File: src/rtl/proc_ctrl_pkg.sv
// Shared types and constants for the multicycle processor control path.
package proc_ctrl_pkg;

  typedef enum logic [2:0] {
    FETCH     = 3'd0,
    DECODE    = 3'd1,
    EXECUTE   = 3'd2,
    MEMORY    = 3'd3,
    WRITEBACK = 3'd4,
    HALT      = 3'd5
  } proc_ctrl_state_t;

  typedef logic [3:0] proc_opcode_t;

  localparam proc_opcode_t OP_ALU_R = 4'h0;
  localparam proc_opcode_t OP_ALU_I = 4'h1;
  localparam proc_opcode_t OP_LOAD  = 4'h2;
  localparam proc_opcode_t OP_STORE = 4'h3;
  localparam proc_opcode_t OP_BEQ   = 4'h4;
  localparam proc_opcode_t OP_JMP   = 4'h5;
  localparam proc_opcode_t OP_HALT  = 4'hF;
  // Opcode register value out of reset; encodes as a harmless register-register op.
  localparam proc_opcode_t OP_NOP   = 4'h0;

  localparam logic [1:0] PC_SEL_PC4    = 2'd0;
  localparam logic [1:0] PC_SEL_BRANCH = 2'd1;
  localparam logic [1:0] PC_SEL_JUMP   = 2'd2;

  // HALT counts as legal: it halts cleanly without flagging an illegal instruction.
  function automatic logic opcode_is_legal(input proc_opcode_t op);
    return (op <= OP_JMP) || (op == OP_HALT);
  endfunction

endpackage

File: src/rtl/proc_ctrl_decode.sv
// Combinational decode of the latched opcode into datapath mux controls.
module proc_ctrl_decode
  import proc_ctrl_pkg::*;
(
  input  logic [3:0] op,
  input  logic [2:0] state,
  output logic       alu_src_imm,
  output logic       dmem_we,
  output logic       wb_sel,
  output logic       is_legal
);

  // Mux controls are qualified by the state in which the datapath consumes them.
  always_comb begin
    alu_src_imm = 1'b0;
    dmem_we     = 1'b0;
    wb_sel      = 1'b0;
    is_legal    = opcode_is_legal(op);
    if (state == EXECUTE) begin
      alu_src_imm = (op == OP_ALU_I) || (op == OP_LOAD) || (op == OP_STORE);
    end
    if (state == MEMORY) begin
      dmem_we = (op == OP_STORE);
    end
    if (state == WRITEBACK) begin
      wb_sel = (op == OP_LOAD);
    end
  end

endmodule

File: src/rtl/proc_multicycle_ctrl.sv
// Main control FSM of the multicycle processor with retired-instruction counter.
module proc_multicycle_ctrl
  import proc_ctrl_pkg::*;
#(
  parameter int CNT_W   = 32,
  parameter int OPC_MSB = 31
) (
  input  logic             clk,
  input  logic             rst,
  output logic             imem_req,
  input  logic             imem_ack,
  input  logic [31:0]      instr,
  input  logic             alu_zero,
  output logic             dmem_req,
  output logic             dmem_we,
  input  logic             dmem_ack,
  output logic             ir_we,
  output logic             pc_we,
  output logic [1:0]       pc_sel,
  output logic             alu_src_imm,
  output logic             rf_we,
  output logic             wb_sel,
  output logic [2:0]       state,
  output logic             halted,
  output logic             illegal,
  output logic [CNT_W-1:0] instret
);

  proc_ctrl_state_t state_q, state_d;
  proc_opcode_t     op_q, op_d;
  logic             illegal_q, illegal_d;
  logic [CNT_W-1:0] instret_q, instret_d;
  logic             retire;
  logic             dec_is_legal;
  logic             unused_instr_bits;

  // Only the opcode field is consumed here; the rest of the word belongs to the datapath.
  assign unused_instr_bits = ^instr;

  proc_ctrl_decode u_decode (
    .op          (op_q),
    .state       (state_q),
    .alu_src_imm (alu_src_imm),
    .dmem_we     (dmem_we),
    .wb_sel      (wb_sel),
    .is_legal    (dec_is_legal)
  );

  // Next-state, handshake and strobe generation; strobes are held low while reset is asserted.
  always_comb begin
    state_d   = state_q;
    op_d      = op_q;
    illegal_d = illegal_q;
    retire    = 1'b0;
    imem_req  = 1'b0;
    dmem_req  = 1'b0;
    ir_we     = 1'b0;
    pc_we     = 1'b0;
    pc_sel    = PC_SEL_PC4;
    rf_we     = 1'b0;

    case (state_q)
      FETCH: begin
        imem_req = 1'b1;
        if (imem_ack) begin
          ir_we   = 1'b1;
          pc_we   = 1'b1;
          pc_sel  = PC_SEL_PC4;
          op_d    = instr[OPC_MSB -: 4];
          state_d = DECODE;
        end
      end
      DECODE: begin
        if (op_q == OP_HALT) begin
          state_d = HALT;
        end else if (!dec_is_legal) begin
          state_d   = HALT;
          illegal_d = 1'b1;
        end else begin
          state_d = EXECUTE;
        end
      end
      EXECUTE: begin
        case (op_q)
          OP_ALU_R, OP_ALU_I: state_d = WRITEBACK;
          OP_LOAD, OP_STORE:  state_d = MEMORY;
          OP_BEQ: begin
            if (alu_zero) begin
              pc_we  = 1'b1;
              pc_sel = PC_SEL_BRANCH;
            end
            state_d = FETCH;
            retire  = 1'b1;
          end
          OP_JMP: begin
            pc_we   = 1'b1;
            pc_sel  = PC_SEL_JUMP;
            state_d = FETCH;
            retire  = 1'b1;
          end
          default: state_d = HALT;
        endcase
      end
      MEMORY: begin
        dmem_req = 1'b1;
        if (dmem_ack) begin
          if (op_q == OP_LOAD) begin
            state_d = WRITEBACK;
          end else begin
            state_d = FETCH;
            retire  = 1'b1;
          end
        end
      end
      WRITEBACK: begin
        rf_we   = 1'b1;
        state_d = FETCH;
        retire  = 1'b1;
      end
      HALT: begin
        state_d = HALT;
      end
      default: state_d = FETCH;
    endcase

    if (rst) begin
      imem_req = 1'b0;
      dmem_req = 1'b0;
      ir_we    = 1'b0;
      pc_we    = 1'b0;
      pc_sel   = PC_SEL_PC4;
      rf_we    = 1'b0;
    end

    instret_d = retire ? (instret_q + CNT_W'(1)) : instret_q;
  end

  // State, latched opcode, sticky illegal flag and retire counter.
  always_ff @(posedge clk) begin
    if (rst) begin
      state_q   <= FETCH;
      op_q      <= OP_NOP;
      illegal_q <= 1'b0;
      instret_q <= '0;
    end else begin
      state_q   <= state_d;
      op_q      <= op_d;
      illegal_q <= illegal_d;
      instret_q <= instret_d;
    end
  end

  assign state   = state_q;
  assign halted  = (state_q == HALT);
  assign illegal = illegal_q;
  assign instret = instret_q;

endmodule

File: config.mk
export PLATFORM = sky130hd
export DESIGN_NAME = proc_multicycle_ctrl
export DESIGN_NICKNAME = d
export VERILOG_FILES = /design/src/rtl/proc_ctrl_pkg.sv /design/src/rtl/proc_ctrl_decode.sv /design/src/rtl/proc_multicycle_ctrl.sv
export SDC_FILE = /design/constraint.sdc
export NUM_CORES = 1
export LEC_CHECK = 0
export CAP_MARGIN = 5
export CORE_UTILIZATION = 47
export DETAILED_ROUTE_END_ITERATION = 12
export PLACE_DENSITY_LB_ADDON = 0.08
export SYNTH_ARGS = -nofsm -noshare
export SYNTH_HDL_FRONTEND = slang
export SYNTH_SLANG_ARGS = --single-unit
File: constraint.sdc
create_clock -name clk -period 3.9 [get_ports clk]
set_input_delay 0.78 -clock clk [delete_from_list [all_inputs] [get_ports clk]]
set_output_delay 0.78 -clock clk [all_outputs]
set_load 0.1 [all_outputs]
==> impl_metrics.env, run 1 <==
export IMPL_cp_arrival_ns=2.28
export IMPL_grt_pass1_vias=2056
export IMPL_violations="DRC"
export IMPL_ctsLongestPathBuffers=2
export IMPL_grt_max_degree=36
export IMPL_drt_total_wl_mm=5.58
export IMPL_synth_edff_count=0
export IMPL_via_count=2199
export IMPL_overflow=0
export IMPL_synthArstFlopShare=0
export IMPL_placed_cells=362
export IMPL_hold_slack_ns=0.488
export IMPL_p_per_area_nw_per_um2=440
export IMPL_yosys_most_used_dff="dfxtp_1"
export IMPL_hold_end="instret[31]$_SDFFE_PP0P_"
export IMPL_drive_above_1_share=0.129
export IMPL_syn_cell_area_sq_um=2210
export IMPL_final_cells=370
export IMPL_crit_type="in2out"
export IMPL_status="finished with violations"
export IMPL_cp_slowest_stage_delay_ns=0.62
export IMPL_worst_setup_path_end_kind="primary output"
export IMPL_globalplace_congestion=0.918
export IMPL_nFillCells=394
export IMPL_numCtsBuffers=5
export IMPL_maxCapViolCount=0
export IMPL_die_x_um=70.5
export IMPL_crit_chain="clkdlybuf4s50_1, nor2_1, nand4_1, nor3b_2, buf_12"
export IMPL_final_util=0.668
export IMPL_drv_slew=0
export IMPL_setup_viol=0
export IMPL_reg2reg_depth=6
export IMPL_ys_ff_latch=40
export IMPL_timing_rr_start="state[2]$_SDFFE_PP0P_"
export IMPL_post_cts_buffers=0
export IMPL_cts_hold_buf=0
export IMPL_cp_max_fo=11
export IMPL_max_slew_margin_rel=0.334
export IMPL_clkSlewWorstSetupHoldPaths_ns=0.08
export IMPL_worstSetupStartpointType="input pin"
export IMPL_cts_tree="built"
export IMPL_period_share=0.784
export IMPL_pin_count=84
export IMPL_wire_per_inst_um=15.1
export IMPL_drt_pass1_iter_count=8
export IMPL_finalCriticalPeriod_ns=3.06
export IMPL_dieArea_sq_um=4980
export IMPL_ff2ff_setup_slack_ns=1.29
export IMPL_hold_depth=2
export IMPL_postSynthNetCount=310
export IMPL_cts_root_buf="clkbuf_8"
export IMPL_rsz0062_at_grt="no"
export IMPL_hold_viol=0
export IMPL_slowest_stage="clkdlybuf4s50_1"
export IMPL_worst_slew_pin_slew_ns=0.996
export IMPL_required_ns=3.12
export IMPL_min_from="instret[31]$_SDFFE_PP0P_"
export IMPL_cts_sinks=40
export IMPL_postLayoutCellArea_sq_um=2970
export IMPL_fin_setup_tns_ns=0
export IMPL_yosys_warnings=0
export IMPL_port_buffers=55
export IMPL_n_antenna_cell=0
export IMPL_drtIter0Drc=206
export IMPL_ys_seq_area_frac=0.363
export IMPL_avgSynthCellArea_sq_um=8.12
export IMPL_die_h_um=70.5
export IMPL_fmax_ghz=0.327
export IMPL_fp_row_count=24
export IMPL_htreeDepth=2
export IMPL_synthCells=272
export IMPL_grtUsageTotal=0.233
export IMPL_ys_types=52
export IMPL_postRouteAntennaNets=0
export IMPL_area_delta_synth_final_pct=34.4
export IMPL_coreArea_sq_um=4440
export IMPL_dpl_cell_area_sq_um=2840
export IMPL_clock_latency_ns=0.30
export IMPL_drc=8
export IMPL_finalNetCount=355
export IMPL_grt_pass1_wl_mm=9.38
export IMPL_antenna_found_initial=0
export IMPL_start_util=0.497
export IMPL_vias_per_cell=5.94
export IMPL_r2r_end="instret[14]$_SDFFE_PP0P_"
export IMPL_dp_hpwl_mm=3.72
export IMPL_vdd_drop_max_uv=253
export IMPL_hold_class="reg2reg"
export IMPL_skew_ns=0.00972
export IMPL_cts_resized=0
export IMPL_leakagePower_nw=0.988
cells by family after synthesis:
kind of cell    count (synthesis)  synth area share
compound gates                 71             0.203
simple gates                  118             0.305
xor+xnor                       15            0.0595
mux                             2           0.00963
buf+inv                        25            0.0544
flops                          40             0.363
fa+ha+maj                       1           0.00566
layout by cell type (no fill, tap or decap), types with 3 or more instances in the layout:
cell type	n
nand2b_1	3
nand4_1	7
nand3_1	6
or4_1	10
o31ai_1	10
dfxtp_1	40
o21ai_0	16
inv_1	6
o211ai_1	9
a21oi_1	25
clkdlybuf4s50_1	43
or3_1	6
nand2_1	21
buf_12	7
xor2_1	14
clkbuf_8	7
nor2_1	34
buf_4	7
and3_1	3
Yosys cell counts, types with 2 or more instances:
master,count,area share
dfxtp_1,40,0.36
nor2_1,34,0.058
a21oi_1,25,0.057
nand2_1,21,0.036
o21ai_0,16,0.036
xor2_1,14,0.056
clkbuf_1,10,0.017
o31ai_1,10,0.034
or4_1,10,0.034
o211ai_1,9,0.031
nand4_1,7,0.020
buf_2,6,0.014
inv_1,6,0.010
nand3_1,6,0.014
or3_1,6,0.017
nor3_1,4,0.0091
nor4_1,4,0.011
and3_1,3,0.0085
nand2b_1,3,0.0085
a31oi_1,2,0.0057
buf_6,2,0.010
nor2b_1,2,0.0057
nor3b_1,2,0.0068
o2111ai_1,2,0.0079
critical path: cells and delay by family:
kind | cells | cell delay [ns]
and+or+nand+nor | 3 | 0.67
buffers and inverters | 2 | 0.83
flip-flops by register name, indices dropped and copies added, names as in the netlist:
register  cells
illegal       1
instret      32
state         3
op_q          4
metrics by stage:
step,worst slack [ns],total power [mW]
6_report,0.842,1.30
2_1_floorplan,-0.265,0.829
3_3_place_gp,0.846,0.935
5_1_grt,0.729,1.36
3_5_place_dp,0.842,0.937
4_1_cts,0.840,1.31
report_power, final:
group | leakage (nW) | switching, mW | total [mW] | internal, mW
Sequential | 0.323 | 0.0713 | 0.500 | 0.429
Clock | 0.0645 | 0.149 | 0.375 | 0.226
Combinational | 0.601 | 0.291 | 0.430 | 0.139
routing by layer:
layer,GRT usage,vias to the layer above,part of all wire
li1,-,1089,-
met3,0.0399,10,0.050
met2,0.401,66,0.47
met1,0.294,1034,0.47
met5,0,-,0
met4,0.0889,0,0.015
worst max path at each step:
stage                                startpoint        end  slack (ns)  depth (start not counted)
after detailed placement                    rst  pc_sel[0]        0.84                          5
after global placement                      rst  pc_sel[0]        0.85                          5
after floorplan           state[2]$_SDFFE_PP0P_      pc_we       -0.27                          5
final                                       rst  pc_sel[0]        0.84                          5
after global routing                        rst  pc_sel[0]        0.73                          5
after CTS                                   rst  pc_sel[0]        0.84                          5
layout make-up:
cell class / instances / area (sq um) / share of cell area
Clock buffer: 7 / 96.3 / 0.0325
Timing Repair Buffer: 57 / 623 / 0.210
Inverter: 6 / 22.5 / 0.00759
Multi-Input combinational cell: 207 / 1330 / 0.448
Sequential cell: 40 / 801 / 0.270
Clock inverter: 1 / 30.0 / 0.0101
Tap cell: 52 / 65.1 / 0.0219
No activity file was read; power rests on OpenSTA's default activity.
==> run 2: changes to the inputs <==
- CORE_UTILIZATION: 47 -> 40
- clock period: 3.9 -> 2.7 ns (I/O delays scaled with it)
==> run 2 against run 1 <==
The flow now finishes without violations; non-clock buffer count grew 6; clock skew shrank 0.0028 ns; register-to-register slack lost 1.0 ns; final area grew 1.2%; die area grew 17%; sequential cell count is the same; first-iteration DRC count shrank 0.49%; count of clock-buffer cells in the layout shrank 1; hold slack gained 0.0051 ns; sequential share of layout area grew 0.48 points; highest routed layer unchanged.
==> impl_metrics.env, run 2 (synthesis gave the netlist of run 1 again) <==
export IMPL_status="complete, no violations"
export IMPL_grtUsageTotal=0.206
export IMPL_n_antenna_cell=0
export IMPL_htreeDepth=2
export IMPL_drtIter0Drc=205
export IMPL_drt_pass1_iter_count=4
export IMPL_crit_type="reg2reg"
export IMPL_antenna_found_initial=0
export IMPL_leakagePower_nw=1.09
export IMPL_worstSetupStartpointType="register"
export IMPL_hold_class="reg2reg"
export IMPL_p_int_mw=1.03
export IMPL_via_count=2162
export IMPL_numCtsBuffers=5
export IMPL_start_util=0.424
export IMPL_maxCapViolCount=0
export IMPL_critical_path_top_delay_family="simple AND/OR/NAND/NOR gates"
export IMPL_drv_slew=0
export IMPL_cts_sinks=40
export IMPL_p_sw_mw=0.755
export IMPL_overflow=0
export IMPL_final_cells=393
export IMPL_rsz0062_at_grt="no"
export IMPL_required_ns=2.86
export IMPL_cp_arrival_ns=2.57
export IMPL_vdd_drop_max_uv=280
export IMPL_die_h_um=76.3
export IMPL_drc=0
export IMPL_cts_tree="built"
export IMPL_die_x_um=76.3
export IMPL_slowest_stage="o21ai_2"
export IMPL_p_per_area_nw_per_um2=593
export IMPL_wire_per_inst_um=14.7
export IMPL_vias_per_cell=5.50
export IMPL_final_common_cell="buf_4"
export IMPL_drt_total_wl_mm=5.78
export IMPL_power_frac_comb=0.372
export IMPL_finalPower_mw=1.78
export IMPL_hold_viol=0
export IMPL_crit_buf_inv=1
export IMPL_pin_count=84
export IMPL_cts_hold_buf=0
export IMPL_port_buffers=55
export IMPL_fp_row_count=26
export IMPL_finalCriticalPeriod_ns=2.41
export IMPL_power_frac_seq=0.416
export IMPL_finalNetCount=361
export IMPL_coreArea_sq_um=5200
export IMPL_cp_max_fo=19
export IMPL_grt_pass1_wl_mm=9.78
export IMPL_dieArea_sq_um=5820
export IMPL_worst_slew_pin_slew_ns=0.707
export IMPL_post_cts_buffers=0
export IMPL_placed_cells=383
export IMPL_crit_chain="or4b_4, and4_4, o21ai_2, buf_4, or3_1, a21oi_1"
export IMPL_largest_reg_flops=32
export IMPL_skew_ns=0.00690
export IMPL_period_share=0.893
export IMPL_grt_max_degree=42
export IMPL_clockPowerShare=0.212
export IMPL_ctsLongestPathBuffers=2
export IMPL_postRouteAntennaNets=0
export IMPL_drive_above_1_share=0.310
export IMPL_cts_resized=0
export IMPL_cp_slowest_stage_delay_ns=0.58
export IMPL_final_cell_mix="46 x buf_4, 30 x nor2_1, 27 x dfxtp_1, 25 x a21oi_1, 20 x nand2_1"
export IMPL_clock_latency_ns=0.29
export IMPL_swShare=0.424
export IMPL_grt_pass1_vias=1994
export IMPL_clkSlewWorstSetupHoldPaths_ns=0.08
export IMPL_cts_root_buf="clkbuf_8"
export IMPL_fin_setup_tns_ns=0
export IMPL_final_util=0.577
export IMPL_fmax_ghz=0.415
export IMPL_max_slew_margin_rel=0.529
export IMPL_area_delta_synth_final_pct=36.0
export IMPL_setup_viol=0
export IMPL_dp_hpwl_mm=3.97
export IMPL_globalplace_congestion=0.850
export IMPL_worst_setup_path_end_kind="register"
## run 2: cell count changes in the layout (fill, tap and decap cells not counted), sizes merged
cell           change
clkdlybuf4s50     -36
clkbuf             -1
bufinv             -1
buf               +42
clkinv             +1
## run 2: final timing paths
check / start / to / slack, ns / depth (start not counted)
max: op_q[1]$_SDFFE_PP0P_ / instret[26]$_SDFFE_PP0P_ / 0.29 / 6
min: instret[31]$_SDFFE_PP0P_ / instret[31]$_SDFFE_PP0P_ / 0.49 / 2
max reg2reg: op_q[1]$_SDFFE_PP0P_ / instret[26]$_SDFFE_PP0P_ / 0.29 / 6
min reg2reg: instret[31]$_SDFFE_PP0P_ / instret[31]$_SDFFE_PP0P_ / 0.49 / 2
## run 2: per-layer routing
layer	GRT usage	vias up	wire (um)
met1	0.283	989	2860
met3	0.0467	6	304
met5	0	-	0
met2	0.319	67	2570
li1	-	1100	-
met4	0.0615	0	48
## run 2: final cells by class
type	instances	area [sq um]
Tap cell	70	87.6
Clock inverter	1	5.00
Clock buffer	6	72.6
Multi-Input combinational cell	207	1390
Sequential cell	40	825
Inverter	6	22.5
Fill cell	498	2200
Timing Repair Buffer	63	601
## run 2: power groups by stage
stage	Clock [mW]	Sequential [mW]	Combinational, mW
2_1_floorplan	0	0.796	0.466
3_3_place_gp	0	0.756	0.651
3_5_place_dp	0	0.757	0.652
4_1_cts	0.394	0.743	0.654
5_1_grt	0.418	0.755	0.713
6_report	0.378	0.741	0.663
## run 2: metrics by stage
stage          setup WS [ns]  hold WS (ns)  instance area, sq um
2_1_floorplan        0.00465         0.548                  2360
3_3_place_gp           0.100         0.474                  2900
3_5_place_dp          0.0781         0.474                  2900
4_1_cts               0.0414         0.489                  2980
5_1_grt               0.0922         0.532                  3000
6_report               0.289         0.493                  3000
## run 2: worst register-to-register path, stage by stage, from the launching register on
cell and delay [ns]:
dfxtp_1 0.54, or4b_4 0.54, and4_4 0.24, o21ai_2 0.58
buf_4 0.24, or3_1 0.10, a21oi_1 0.05
